===== config.mk =====
export PLATFORM = sky130hd
export DESIGN_NAME = alu_op_driver
export DESIGN_NICKNAME = d
export VERILOG_FILES = /design/src/rtl/alu_op_driver.sv
export SDC_FILE = /design/constraint.sdc
export NUM_CORES = 1
export LEC_CHECK = 0
export BUFFER_PORTS_ARGS = -buffer_cell sky130_fd_sc_hd__buf_4
export CORE_ASPECT_RATIO = 1.2
export CORE_MARGIN = 2
export CORE_UTILIZATION = 45
export CTS_CLUSTER_SIZE = 12
export DETAILED_ROUTE_END_ITERATION = 8
export GPL_ROUTABILITY_DRIVEN = 0
export GPL_TIMING_DRIVEN = 1
export PLACE_DENSITY = 0.86
export REMOVE_ABC_BUFFERS = 1
export SKIP_LAST_GASP = 1
export SLEW_MARGIN = 20
export SYNTH_ARGS = -nofsm -noshare
export SYNTH_HDL_FRONTEND = slang
export SYNTH_SLANG_ARGS = --single-unit

===== constraint.sdc =====
create_clock -name clk -period 2.2 [get_ports clk]
set_input_delay 0.22 -clock clk [delete_from_list [all_inputs] [get_ports clk]]
set_output_delay 0.22 -clock clk [all_outputs]
set_load 0.02 [all_outputs]

===== src/rtl/alu_op_driver.sv =====
// alu_op_driver: initiator-side front end for the floating-point ALU.
// Takes operand/opcode requests on a valid/ready channel, drives the ALU
// inputs from registers, waits ALU_LATENCY edges, then captures the ALU
// result and presents it on a valid/ready output channel.
// Optional feature macro: ALU_OP_DRIVER_FLAGS_EN adds out_flags[3:0] =
// {nan, inf, zero, neg}, classified from alu_o at capture time.
module alu_op_driver #(
  parameter int ALU_LATENCY = 1,
  parameter int CNT_W       = 16
) (
  input  logic             clk,
  input  logic             rst_n,
  input  logic             in_valid,
  output logic             in_ready,
  input  logic [31:0]      in_a,
  input  logic [31:0]      in_b,
  input  logic [1:0]       in_op,
  output logic [31:0]      alu_a,
  output logic [31:0]      alu_b,
  output logic [1:0]       alu_op,
  input  logic [31:0]      alu_o,
  output logic             out_valid,
  input  logic             out_ready,
  output logic [31:0]      out_result,
  output logic [1:0]       out_op,
  output logic             busy,
  output logic [CNT_W-1:0] op_count
`ifdef ALU_OP_DRIVER_FLAGS_EN
  ,
  output logic [3:0]       out_flags
`endif
);

  localparam logic [1:0] IDLE = 2'b00;
  localparam logic [1:0] WAIT = 2'b01;
  localparam logic [1:0] HOLD = 2'b10;

  // Wait counter load value; ALU_LATENCY is limited to 1..15 so 4 bits suffice.
  localparam logic [3:0]       LAT_LOAD  = 4'(ALU_LATENCY);
  localparam logic [CNT_W-1:0] COUNT_ONE = {{(CNT_W-1){1'b0}}, 1'b1};

`ifdef ALU_OP_DRIVER_FLAGS_EN
  // Classify a single-precision value as {nan, inf, zero, neg}.
  function automatic logic [3:0] fpFlags(input logic [31:0] v);
    logic expAll;
    logic expZero;
    logic manZero;
    expAll  = (v[30:23] == 8'hFF);
    expZero = (v[30:23] == 8'h00);
    manZero = (v[22:0] == 23'd0);
    fpFlags = {expAll & ~manZero, expAll & manZero, expZero & manZero, v[31]};
  endfunction
`endif

  logic [1:0] stateR;
  logic [1:0] nextStateS;
  logic [3:0] cntR;
  logic       acceptS;
  logic       handshakeS;
  logic       captureS;

  // Request-side ready decode: free in IDLE, or in HOLD when the result drains this edge.
  always_comb begin
    in_ready = 1'b0;
    case (stateR)
      IDLE:    in_ready = 1'b1;
      HOLD:    in_ready = out_ready;
      default: in_ready = 1'b0;
    endcase
  end

  assign acceptS    = in_valid & in_ready;
  assign handshakeS = (stateR == HOLD) & out_ready;
  assign captureS   = (stateR == WAIT) & (cntR == 4'd0);
  assign busy       = (stateR != IDLE);

  // Next-state selection; a drain with a simultaneous accept goes straight back to WAIT.
  always_comb begin
    nextStateS = stateR;
    case (stateR)
      IDLE: begin
        if (acceptS) nextStateS = WAIT;
        else         nextStateS = IDLE;
      end
      WAIT: begin
        if (cntR == 4'd0) nextStateS = HOLD;
        else              nextStateS = WAIT;
      end
      HOLD: begin
        if (handshakeS) begin
          if (acceptS) nextStateS = WAIT;
          else         nextStateS = IDLE;
        end else begin
          nextStateS = HOLD;
        end
      end
      default: nextStateS = IDLE;
    endcase
  end

  // State register.
  always_ff @(posedge clk or negedge rst_n) begin
    if (!rst_n) stateR <= IDLE;
    else        stateR <= nextStateS;
  end

  // Latency counter: loaded on accept, counts down to zero while waiting.
  always_ff @(posedge clk or negedge rst_n) begin
    if (!rst_n) begin
      cntR <= 4'd0;
    end else if (acceptS) begin
      cntR <= LAT_LOAD;
    end else if ((stateR == WAIT) && (cntR != 4'd0)) begin
      cntR <= cntR - 4'd1;
    end
  end

  // ALU operand registers: updated only on accept, otherwise keep their last values.
  always_ff @(posedge clk or negedge rst_n) begin
    if (!rst_n) begin
      alu_a  <= 32'd0;
      alu_b  <= 32'd0;
      alu_op <= 2'b00;
    end else if (acceptS) begin
      alu_a  <= in_a;
      alu_b  <= in_b;
      alu_op <= in_op;
    end
  end

  // Result capture: alu_o is passed through bit-exact once the latency has elapsed.
  always_ff @(posedge clk or negedge rst_n) begin
    if (!rst_n) begin
      out_result <= 32'd0;
      out_op     <= 2'b00;
    end else if (captureS) begin
      out_result <= alu_o;
      out_op     <= alu_op;
    end
  end

`ifdef ALU_OP_DRIVER_FLAGS_EN
  // Result classification flags, captured on the same edge as out_result.
  always_ff @(posedge clk or negedge rst_n) begin
    if (!rst_n)        out_flags <= 4'b0000;
    else if (captureS) out_flags <= fpFlags(alu_o);
  end
`endif

  // Output valid: set on capture, cleared by the consumer handshake.
  always_ff @(posedge clk or negedge rst_n) begin
    if (!rst_n)          out_valid <= 1'b0;
    else if (captureS)   out_valid <= 1'b1;
    else if (handshakeS) out_valid <= 1'b0;
  end

  // Completed-operation counter, wraps naturally from all-ones to zero.
  always_ff @(posedge clk or negedge rst_n) begin
    if (!rst_n)          op_count <= {CNT_W{1'b0}};
    else if (handshakeS) op_count <= op_count + COUNT_ONE;
  end

endmodule


==> results.yml <==
run_status:
  status: "complete, no violations"
floorplan:
  coreArea_um2: 10600
  start_util_pct: 46.3
  io_pins: 221
  die_w_um: 99.1
  rows: 41
  die_h_um: 118
  die_area_um2: 11700
synth:
  synthXorXnorAreaFrac_pct: 3.22
  synthTopCellsByArea: "dfrtp_1, mux2_2, mux2_4"
  syn_avg_cell_area_um2: 15.9
  yosysSeqAreaShare_pct: 63.0
  synth_top_family_by_area: "multiplexers"
  ys_types: 31
  synth_top_cell_by_area: "dfrtp_1"
  synth-compound-area-share_pct: 0.717
  yosysWarnings: 0
  synth_fa_ha_area_share_pct: 0.512
  yosysTopAreaCellShare_pct: 63.0
  synthesis.instances: 308
  ys_ff_latch: 123
  muxShareOfSynthArea_pct: 25.2
  synth_area_um2: 4890
  synth-simple-area-share_pct: 4.86
cts:
  cts_resized: 0
  h-tree-depth: 4
  clockBufferDepth: 2
  clock_latency_ns: 0.41
  numClockSinks: 123
  cts_tree: "done"
  postCtsSetupBuffers: 0
  cts_made_buffers: 17
  clockRootBuffer: "clkbuf_16"
  clkTransAtPathRegs_ns: 0.06
sta:
  slew_violations: 0
  setup_viol_count_final: 0
  rsz0062_at_grt: "false"
  slew_headroom_pct: 65.8
  setup_tns_ns: 0
  period_share_pct: 84.6
  worst_pin_slew_ns: 0.513
  hold_viol: 0
  clock_skew_ns: 0.00999
  period_needed_ns: 1.86
  fmax_mhz: 537
layout:
  drive_gt1_share_pct: 64.5
  antenna_cells: 0
  fillCellCount: 744
  nNetsFinal: 651
  register_area_um2: 3080
  area_growth_pct: 50.0
  multiInputGateArea_um2: 1690
power_and_ir_drop:
  seqPwrFrac_pct: 32.9
  power_density_nw_per_um2: 1630
  p_switching_mw: 4.11
  leakage_nw: 3.70
  intPower_mw: 7.84
  max-vdd-ir-drop_uv: 898
  sw_frac_of_total_pct: 34.4
  total_power_mw: 11.9
  combPwrFrac_pct: 43.2
  p_clk_share_pct: 24.0
worst_setup_path:
  worstPathArrival_ns: 2.15
  cp-end-kind: "flip-flop"
  startpoint: "cntR[0]$_DFFE_PN0P_"
  rrSetupSlack_ns: 0.34
  worstReg2RegStart: "cntR[0]$_DFFE_PN0P_"
  crit_fanout: 36
  worstPathRequired_ns: 2.49
  worstSetupPathType: "reg -> reg"
  r2r-end: "out_result[16]$_DFFE_PN0P_"
  crit_end: "out_result[16]$_DFFE_PN0P_"
  r2r_cells: 6
  start_kind: "flip-flop"
global_route:
  grt_first_pass_wirelength_um: 18500
  grt_max_degree: 60
  antenna_found_initial: 0
  grtUsageTotal_pct: 20.2
  grt_pass1_vias: 3710
  overflow: 0
placement:
  dp_hpwl_um: 8460
  port_buffers: 220
detailed_routing:
  viasPerCell: 4.96
  postRouteWirelength_um: 11600
  drt_first_iter_violations: 80
  wl_per_cell_um: 16.8
  drc: 0
  detail-route-antenna-nets: 0
  dr.pass1.iters: 4
  vias: 3420
min_path:
  hp-class: "in -> reg"
job:
  drv_cap: 0
-- power groups by stage --
| stage | clock network, mW | logic (mW) | registers (mW) |
|---|---|---|---|
| detailed placement | 0 | 5.20 | 3.94 |
| global route | 3.01 | 5.42 | 4.06 |
| floorplan | 0 | 1.78 | 5.05 |
| global placement | 0 | 5.06 | 3.88 |
| CTS | 2.91 | 5.22 | 3.93 |
| finish | 2.86 | 5.16 | 3.93 |
-- per-stage QoR --
stage	setup slack [ns]	util, %	hold WS [ns]	instance area (um^2)	cells
after floorplan	-0.178	-	-0.0756	4780	297
after global placement	0.426	63.4	0.217	6700	655
after detailed placement	0.357	63.4	0.229	6700	655
after CTS	0.352	69.4	0.00707	7330	689
after global routing	0.284	69.4	0.00955	7330	689
final	0.339	69.4	0.0208	7330	689
-- cells in the mapped netlist (all sizes together) --
master  instances
xor2            9
ha              2
nand3           8
and3            1
dfrtp         123
or2             2
a21oi           3
a211o           1
nand2          13
nand3b          1
nor3            2
and4            3
buf            11
xnor2           9
o21ai           1
inv             4
nand2b          2
mux2          100
nor2            7
o22ai           1
and2b           1
nand4           2
or3b            2
-- placed cells by master, fill, tap and decap left out, types with 4 or more instances in the layout --
master     instances
buf_4            226
dfrtp_1          123
mux2_2            68
mux2_4            28
clkbuf_16         17
nand2_1           13
xnor2_1            9
xor2_1             9
nand3_1            8
nor2_1             7
inv_1              4
mux2_1             4
clkinv_2           4
-- flip-flops by register name, summed over array words and instances (netlist names) --
register / flops
alu_b: 32
cntR: 4
stateR: 2
out_valid: 1
op_count: 16
out_op: 2
alu_op: 2
out_result: 32
alu_a: 32
-- metal layers --
layer	GRT usage [%]	up-vias	share of wire, %
met3	7.27	23	6.7
li1	-	1550	-
met5	0	-	0
met4	7.28	0	1.9
met1	21.3	1710	36
met2	36.7	137	56
-- layout make-up --
type	instances	area share [%]
Clock buffer	21	6.42
Timing Repair Buffer	231	24.2
Sequential cell	123	42.0
Tap cell	129	2.20
Inverter	4	0.205
Clock inverter	11	1.95
Multi-Input combinational cell	170	23.0
-- how the worst min path moves through the flow --
stage,endpoint,startpoint,depth (start not counted),slack (ns)
final,alu_b[29]$_DFFE_PN0N_,in_b[29],2,0.02
after floorplan,alu_a[0]$_DFFE_PN0N_,rst_n,0,-0.08
after global placement,out_result[17]$_DFFE_PN0P_,rst_n,1,0.22
after global routing,alu_a[2]$_DFFE_PN0N_,in_a[2],2,0.01
after detailed placement,out_result[11]$_DFFE_PN0P_,rst_n,1,0.23
after CTS,alu_b[29]$_DFFE_PN0N_,in_b[29],2,0.007
-- cells by family after synthesis --
group           Yosys count
buf+inv                  15
xor+xnor                 18
flops                   123
mux                     100
compound gates            6
simple gates             44
fa+ha+maj                 2
-- critical path, cell delays in order (launching register included) --
cell and delay, ns:
dfrtp_1 0.37, inv_1 0.09, ha_1 0.18, or3b_4 0.40
nand2b_4 0.16, buf_12 0.20, mux2_4 0.33
-- what timing repair did --
| action | 4_1_cts | 5_1_grt |
|---|---|---|
| hold endpoints to repair | 38 | 0 |
| hold buffers | 2 | 0 |
| setup endpoints to repair | 0 | 0 |
Power figures use the tool's default switching activity.
